## src/rtl/movimentacao_servo_if.sv

```systemverilog
`default_nettype none
// +----------------------------------------------------------------------+
// | Module : movimentacao_servo_if                                       |
// | Desc   : Control/measurement handshake between the sweep sequencer,  |
// |          the top-level control, the servo PWM path and the distance  |
// |          measurement unit.                                           |
// | Rev    : 1.0  initial release                                        |
// +----------------------------------------------------------------------+
interface movimentacao_servo_if;
  logic       ligar;
  logic       fim_medida;
  logic [1:0] posicao;
  logic       medir;
  logic       sentido;
  logic       erro_medida;
  logic [3:0] db_estado;

  // Controller / environment side
  modport master (
    output ligar,
    output fim_medida,
    input  posicao,
    input  medir,
    input  sentido,
    input  erro_medida,
    input  db_estado
  );

  // Sequencer side
  modport slave (
    input  ligar,
    input  fim_medida,
    output posicao,
    output medir,
    output sentido,
    output erro_medida,
    output db_estado
  );
endinterface
`default_nettype wire

```

## src/rtl/movimentacao_servo.sv

```systemverilog
`default_nettype none
// +----------------------------------------------------------------------+
// | Module : movimentacao_servo                                          |
// | Desc   : Servo sweep sequencer. Steps the servo position code        |
// |          01->10->11->10->01..., waits a settling time at each stop,  |
// |          requests one measurement and waits for completion or a      |
// |          timeout before stepping again.                              |
// | Rev    : 1.0  initial release                                        |
// +----------------------------------------------------------------------+
module movimentacao_servo #(
  parameter int DWELL   = 25_000_000,
  parameter int TIMEOUT = 2_500_000
) (
  input  wire logic           clock,
  input  wire logic           reset,
  movimentacao_servo_if.slave bus
);

  localparam int C_MAX   = (DWELL > TIMEOUT) ? DWELL : TIMEOUT;
  localparam int C_CNT_W = (C_MAX > 1) ? $clog2(C_MAX) : 1;
  localparam logic [C_CNT_W-1:0] C_DWELL_LAST   = C_CNT_W'(DWELL - 1);
  localparam logic [C_CNT_W-1:0] C_TIMEOUT_LAST = C_CNT_W'(TIMEOUT - 1);

  typedef enum logic [3:0] {
    ST_INICIAL   = 4'd0,
    ST_POSICIONA = 4'd1,
    ST_MEDE      = 4'd2,
    ST_AGUARDA   = 4'd3,
    ST_PROXIMO   = 4'd4
  } estado_t;

  estado_t              r_estado;
  logic [1:0]           r_posicao;
  logic                 r_medir;
  logic                 r_sentido;
  logic                 r_erro_medida;
  logic [C_CNT_W-1:0]   r_cnt_dwell;
  logic [C_CNT_W-1:0]   r_cnt_timeout;

  // Sweep FSM: state, position, direction, counters and one-cycle pulses
  always_ff @(posedge clock or posedge reset) begin
    if (reset) begin
      r_estado      <= ST_INICIAL;
      r_posicao     <= 2'b00;
      r_medir       <= 1'b0;
      r_sentido     <= 1'b1;
      r_erro_medida <= 1'b0;
      r_cnt_dwell   <= '0;
      r_cnt_timeout <= '0;
    end else begin
      // Pulses last one cycle unless re-asserted below
      r_medir       <= 1'b0;
      r_erro_medida <= 1'b0;
      if (!bus.ligar) begin
        // Stop and park; a pending measurement is dropped silently
        r_estado      <= ST_INICIAL;
        r_posicao     <= 2'b00;
        r_sentido     <= 1'b1;
        r_cnt_dwell   <= '0;
        r_cnt_timeout <= '0;
      end else begin
        case (r_estado)
          ST_INICIAL: begin
            r_estado      <= ST_POSICIONA;
            r_posicao     <= 2'b01;
            r_sentido     <= 1'b1;
            r_cnt_dwell   <= '0;
            r_cnt_timeout <= '0;
          end
          ST_POSICIONA: begin
            if (r_cnt_dwell == C_DWELL_LAST) begin
              r_cnt_dwell <= '0;
              r_estado    <= ST_MEDE;
              r_medir     <= 1'b1;
            end else begin
              r_cnt_dwell <= r_cnt_dwell + 1'b1;
            end
          end
          ST_MEDE: begin
            r_estado      <= ST_AGUARDA;
            r_cnt_timeout <= '0;
          end
          ST_AGUARDA: begin
            // Completion has priority over a simultaneous timeout
            if (bus.fim_medida) begin
              r_estado      <= ST_PROXIMO;
              r_cnt_timeout <= '0;
            end else if (r_cnt_timeout == C_TIMEOUT_LAST) begin
              r_estado      <= ST_PROXIMO;
              r_erro_medida <= 1'b1;
              r_cnt_timeout <= '0;
            end else begin
              r_cnt_timeout <= r_cnt_timeout + 1'b1;
            end
          end
          ST_PROXIMO: begin
            // Reverse at the ends so the code never leaves 01..11
            if (r_sentido) begin
              if (r_posicao == 2'b11) begin
                r_posicao <= 2'b10;
                r_sentido <= 1'b0;
              end else begin
                r_posicao <= r_posicao + 2'd1;
              end
            end else begin
              if (r_posicao == 2'b01) begin
                r_posicao <= 2'b10;
                r_sentido <= 1'b1;
              end else begin
                r_posicao <= r_posicao - 2'd1;
              end
            end
            r_cnt_dwell <= '0;
            r_estado    <= ST_POSICIONA;
          end
          default: begin
            r_estado      <= ST_INICIAL;
            r_posicao     <= 2'b00;
            r_sentido     <= 1'b1;
            r_cnt_dwell   <= '0;
            r_cnt_timeout <= '0;
          end
        endcase
      end
    end
  end

  assign bus.posicao     = r_posicao;
  assign bus.medir       = r_medir;
  assign bus.sentido     = r_sentido;
  assign bus.erro_medida = r_erro_medida;
  assign bus.db_estado   = r_estado;

endmodule
`default_nettype wire
```

## src/flat_wrapper.sv

```systemverilog
// flat-port wrapper written by rule: the top's interface ports become plain ports
module movimentacao_servo_flat 
#(
  parameter int DWELL   = 25_000_000,
  parameter int TIMEOUT = 2_500_000
)
  (clock, reset, bus_ligar, bus_fim_medida, bus_posicao, bus_medir, bus_sentido, bus_erro_medida, bus_db_estado);
  movimentacao_servo_if bus_i ();
  input  wire logic clock;
  input  wire logic reset;
  input wire logic [$bits(bus_i.ligar)-1:0] bus_ligar;
  input wire logic [$bits(bus_i.fim_medida)-1:0] bus_fim_medida;
  output wire logic [$bits(bus_i.posicao)-1:0] bus_posicao;
  output wire logic [$bits(bus_i.medir)-1:0] bus_medir;
  output wire logic [$bits(bus_i.sentido)-1:0] bus_sentido;
  output wire logic [$bits(bus_i.erro_medida)-1:0] bus_erro_medida;
  output wire logic [$bits(bus_i.db_estado)-1:0] bus_db_estado;
  assign bus_i.ligar = bus_ligar;
  assign bus_i.fim_medida = bus_fim_medida;
  assign bus_posicao = bus_i.posicao;
  assign bus_medir = bus_i.medir;
  assign bus_sentido = bus_i.sentido;
  assign bus_erro_medida = bus_i.erro_medida;
  assign bus_db_estado = bus_i.db_estado;
  movimentacao_servo #(.DWELL(DWELL), .TIMEOUT(TIMEOUT)) u_core (.clock(clock), .reset(reset), .bus(bus_i));
endmodule
```

## config.mk

```make
export PLATFORM = sky130hd
export DESIGN_NAME = movimentacao_servo_flat
export DESIGN_NICKNAME = d
export VERILOG_FILES = /design/src/rtl/movimentacao_servo_if.sv /design/src/rtl/movimentacao_servo.sv /design/src/flat_wrapper.sv
export SDC_FILE = /design/constraint.sdc
export NUM_CORES = 1
export LEC_CHECK = 0
export CAP_MARGIN = 15
export CELL_PAD_IN_SITES_DETAIL_PLACEMENT = 1
export CELL_PAD_IN_SITES_GLOBAL_PLACEMENT = 2
export CORE_ASPECT_RATIO = 2
export CORE_MARGIN = 2
export CORE_UTILIZATION = 42
export DETAILED_ROUTE_END_ITERATION = 10
export GPL_TIMING_DRIVEN = 0
export PLACE_DENSITY_LB_ADDON = 0.2
export SETUP_SLACK_MARGIN = 0.15
export SLEW_MARGIN = 10
export SYNTH_ARGS = -nofsm -noshare
export SYNTH_HDL_FRONTEND = slang
export SYNTH_SLANG_ARGS = --single-unit
export TNS_END_PERCENT = 10
```

## constraint.sdc

```tcl
create_clock -name clock -period 3.1 [get_ports clock]
set_clock_uncertainty 0.15 [all_clocks]
set_input_delay 0.62 -clock clock [delete_from_list [all_inputs] [get_ports clock]]
set_output_delay 0.62 -clock clock [all_outputs]
set_load 0.05 [all_outputs]
```

==> reports/metrics.csv <==
metric,value,unit
synth_mux_area_share,1.01,%
drv_slew,0,
synth_edf_count,0,
hold_violations,0,
crit_family,buffers and inverters,
drt_pass1_iterations,4,
track_usage,23.5,%
tightestPinTransition,792,ps
wl_met2,5290,um
synth_ff_type,dfrtp_1,
synthXorXnorAreaFrac,8.18,%
syn_inst,327,
cts.sinks,58,
grt_pass1_vias,2762,
syn_to_final_growth,16.4,%
yosys.area.top_type,dfrtp_1,
power,2.08,mW
place_congestion,0.767,
totalWireLength,8520,um
worstSetupStartpointType,input pin,
drt-met1-wl,2870,um
netlist.area_leader.share,45.9,%
synthArstFlopShare,100,%
grt_pass1_wl,14200,um
ioPinCount,13,
layout_commonest_cell,dfrtp_1,
routedWlPerCell,19.1,um
syn_area,3100,um^2
finalInstanceArea,3610,um^2
cp_max_fo,10,
relSlewSlack,47.1,%
fmax,0.366,GHz
avgSynthCellArea,9.49,um^2
leakagePower,1.48,nW
path_cells,"clkdlybuf4s50_1, nand3b_1, or3_1, a21oi_2, buf_2, a21oi_1, a31oi_1",
ant_nets,0,
setup_viol,0,
grt-ovfl-total,0,
cp_num_buf_inv,2,
cts-root-buf,clkbuf_16,
nets,355,
fin_crit,2730,ps
drtIter0Drc,87,
slowest_stage,clkdlybuf4s50_1,
required,3190,ps
detail_route.vias_per_cell,5.70,
n_antenna_cell,0,
grt_max_degree,59,
highest_layer,met4,
ys_seq_area_share,46.8,%
post_dp_cell_area,3330,um^2
cts.clk_slew.worst_paths,50,ps
worstPathArrival,2830,ps
synthAdderAreaFrac,0.806,%
hold_class,reg -> reg,
cts_tree,yes,
die_w,64.8,um
start_util,43.0,%
yosys_warnings,0,
layout_worst_path_cycle_share,88.1,%
numCtsBuffers,9,
synth_area_leaders,"dfrtp_1 46%, nor2_1 5.1%, xor2_1 4.5%, xnor2_1 3.7%, nand2_1 3.4%",
critical_path_class,in -> reg,
slowest_delay,560,ps
power_density,575,nW/um^2
synth-simple-area-share,28.0,%
vdd_drop_max,0.344,mV
postCtsSetupBuffers,0,
post_cts_resized,0,
die-area,8140,um^2
synth_compound_area_share,11.7,%
port_buffers,11,
cap_violations,0,
vias,2542,
rows,44,
die_y,126,um
core,7210,um^2
synth_cell_types,56,
wl_met3,125,um
ctsHtreeMaxLevel,3,
rsz0062_at_grt,no,
fin_setup_tns,0,ps
endpoint_kind,flip-flop,
antenna_found_initial,0,
synth_nets,333,
drc,0,
drive_gt1_share,9.89,%
outcome,finished clean,
synth_top_family_by_area,simple AND/OR/NAND/NOR gates,
final_cell_mix,"57 x dfrtp_1, 42 x nor2_1, 28 x nand2_1, 20 x nand3_1",
dp_hpwl,6320,um
hold_buffers,0,
ys_ff_latch,58,
clockBufferDepth,2,
insertion_delay,330,ps
## per-layer routing
layer / GRT usage (%) / vias up
li1: - / 1204
met1: 21.8 / 1291
met2: 46.6 / 25
met3: 4.68 / 22
met4: 10.3 / 0
met5: 0 / -
## cell usage after synthesis, types with 2 or more instances
cell type,n
buf_4,3
buf_2,2
nor4_1,4
ha_1,2
a2111oi_2,2
buf_6,2
a21o_1,5
nand2b_1,5
and2_1,2
or4b_1,3
or3_1,2
xnor2_1,13
a31oi_1,4
dfrtp_1,57
o21ai_0,16
and4_1,5
mux2i_1,2
a22o_1,8
xor2_1,16
nand3_1,20
and3_1,10
o21a_1,2
clkbuf_1,3
nor2_1,42
nand2_1,28
nand3b_1,2
inv_1,9
a21oi_1,8
or4_1,2
nor2b_1,2
nor3_1,10
nand4_1,12
## cells by family (layout without fill, tap and decap cells)
logic type	after synthesis	in the layout
AND/OR/NAND/NOR	161	161
multiplexers	3	3
flip-flops	58	58
other	1	1
XOR/XNOR	29	29
AO/OA/AOI/OAI	53	53
buffers and inverters	20	47
adder cells (fa/ha/maj)	2	2
## flip-flops by register name, summed over array words and instances (netlist names)
name                    flops
u_core.bus.sentido          1
u_core.r_cnt_dwell         25
u_core.bus.erro_medida      1
u_core.bus.posicao          2
u_core.r_cnt_timeout       25
u_core.bus.db_estado        3
u_core.bus.medir            1
## stage by stage
stage          hold slack [ps]  utilization (%)  worst slack [ps]  instances
6_report                   341             50.1               368        446
5_1_grt                    386             50.1               307        446
4_1_cts                    347             50.1               372        446
3_5_place_dp               341             46.2              47.7        430
3_3_place_gp               322             46.2              -297        430
2_1_floorplan              300                -               777        327
## path summary, 6_finish.rpt
check / from / endpoint / slack, ps / cells past startpoint
worst min-delay path: u_core.bus.posicao[1] / u_core.bus.sentido / 340 / 1
worst max-delay path: bus_ligar / u_core.r_cnt_timeout[5] / 370 / 7
worst max register to register: u_core.r_cnt_dwell[9] / u_core.r_cnt_dwell[11] / 560 / 6
min in group asynchronous: reset / u_core.r_cnt_timeout[9] / 640 / 2
worst min register to register: u_core.bus.posicao[1] / u_core.bus.sentido / 340 / 1
max in group asynchronous: reset / u_core.r_cnt_timeout[10] / 1680 / 2
## cell type report
cell class              count  area [um^2]
well taps                  92          115
inverters                   9         36.3
fillers                   841         3600
plain buffers              11         70.1
multi-input cells         249         1550
repair buffers             11          110
clock buffers              12          236
flip-flops and latches     58         1450
clock inverters             4         45.0
## where the power goes
part	total (mW)	switching, mW	internal, mW
Combinational	0.308	0.207	0.101
Clock	0.961	0.344	0.618
Sequential	0.807	0.0303	0.777
No activity file was read; power rests on OpenSTA's default activity.
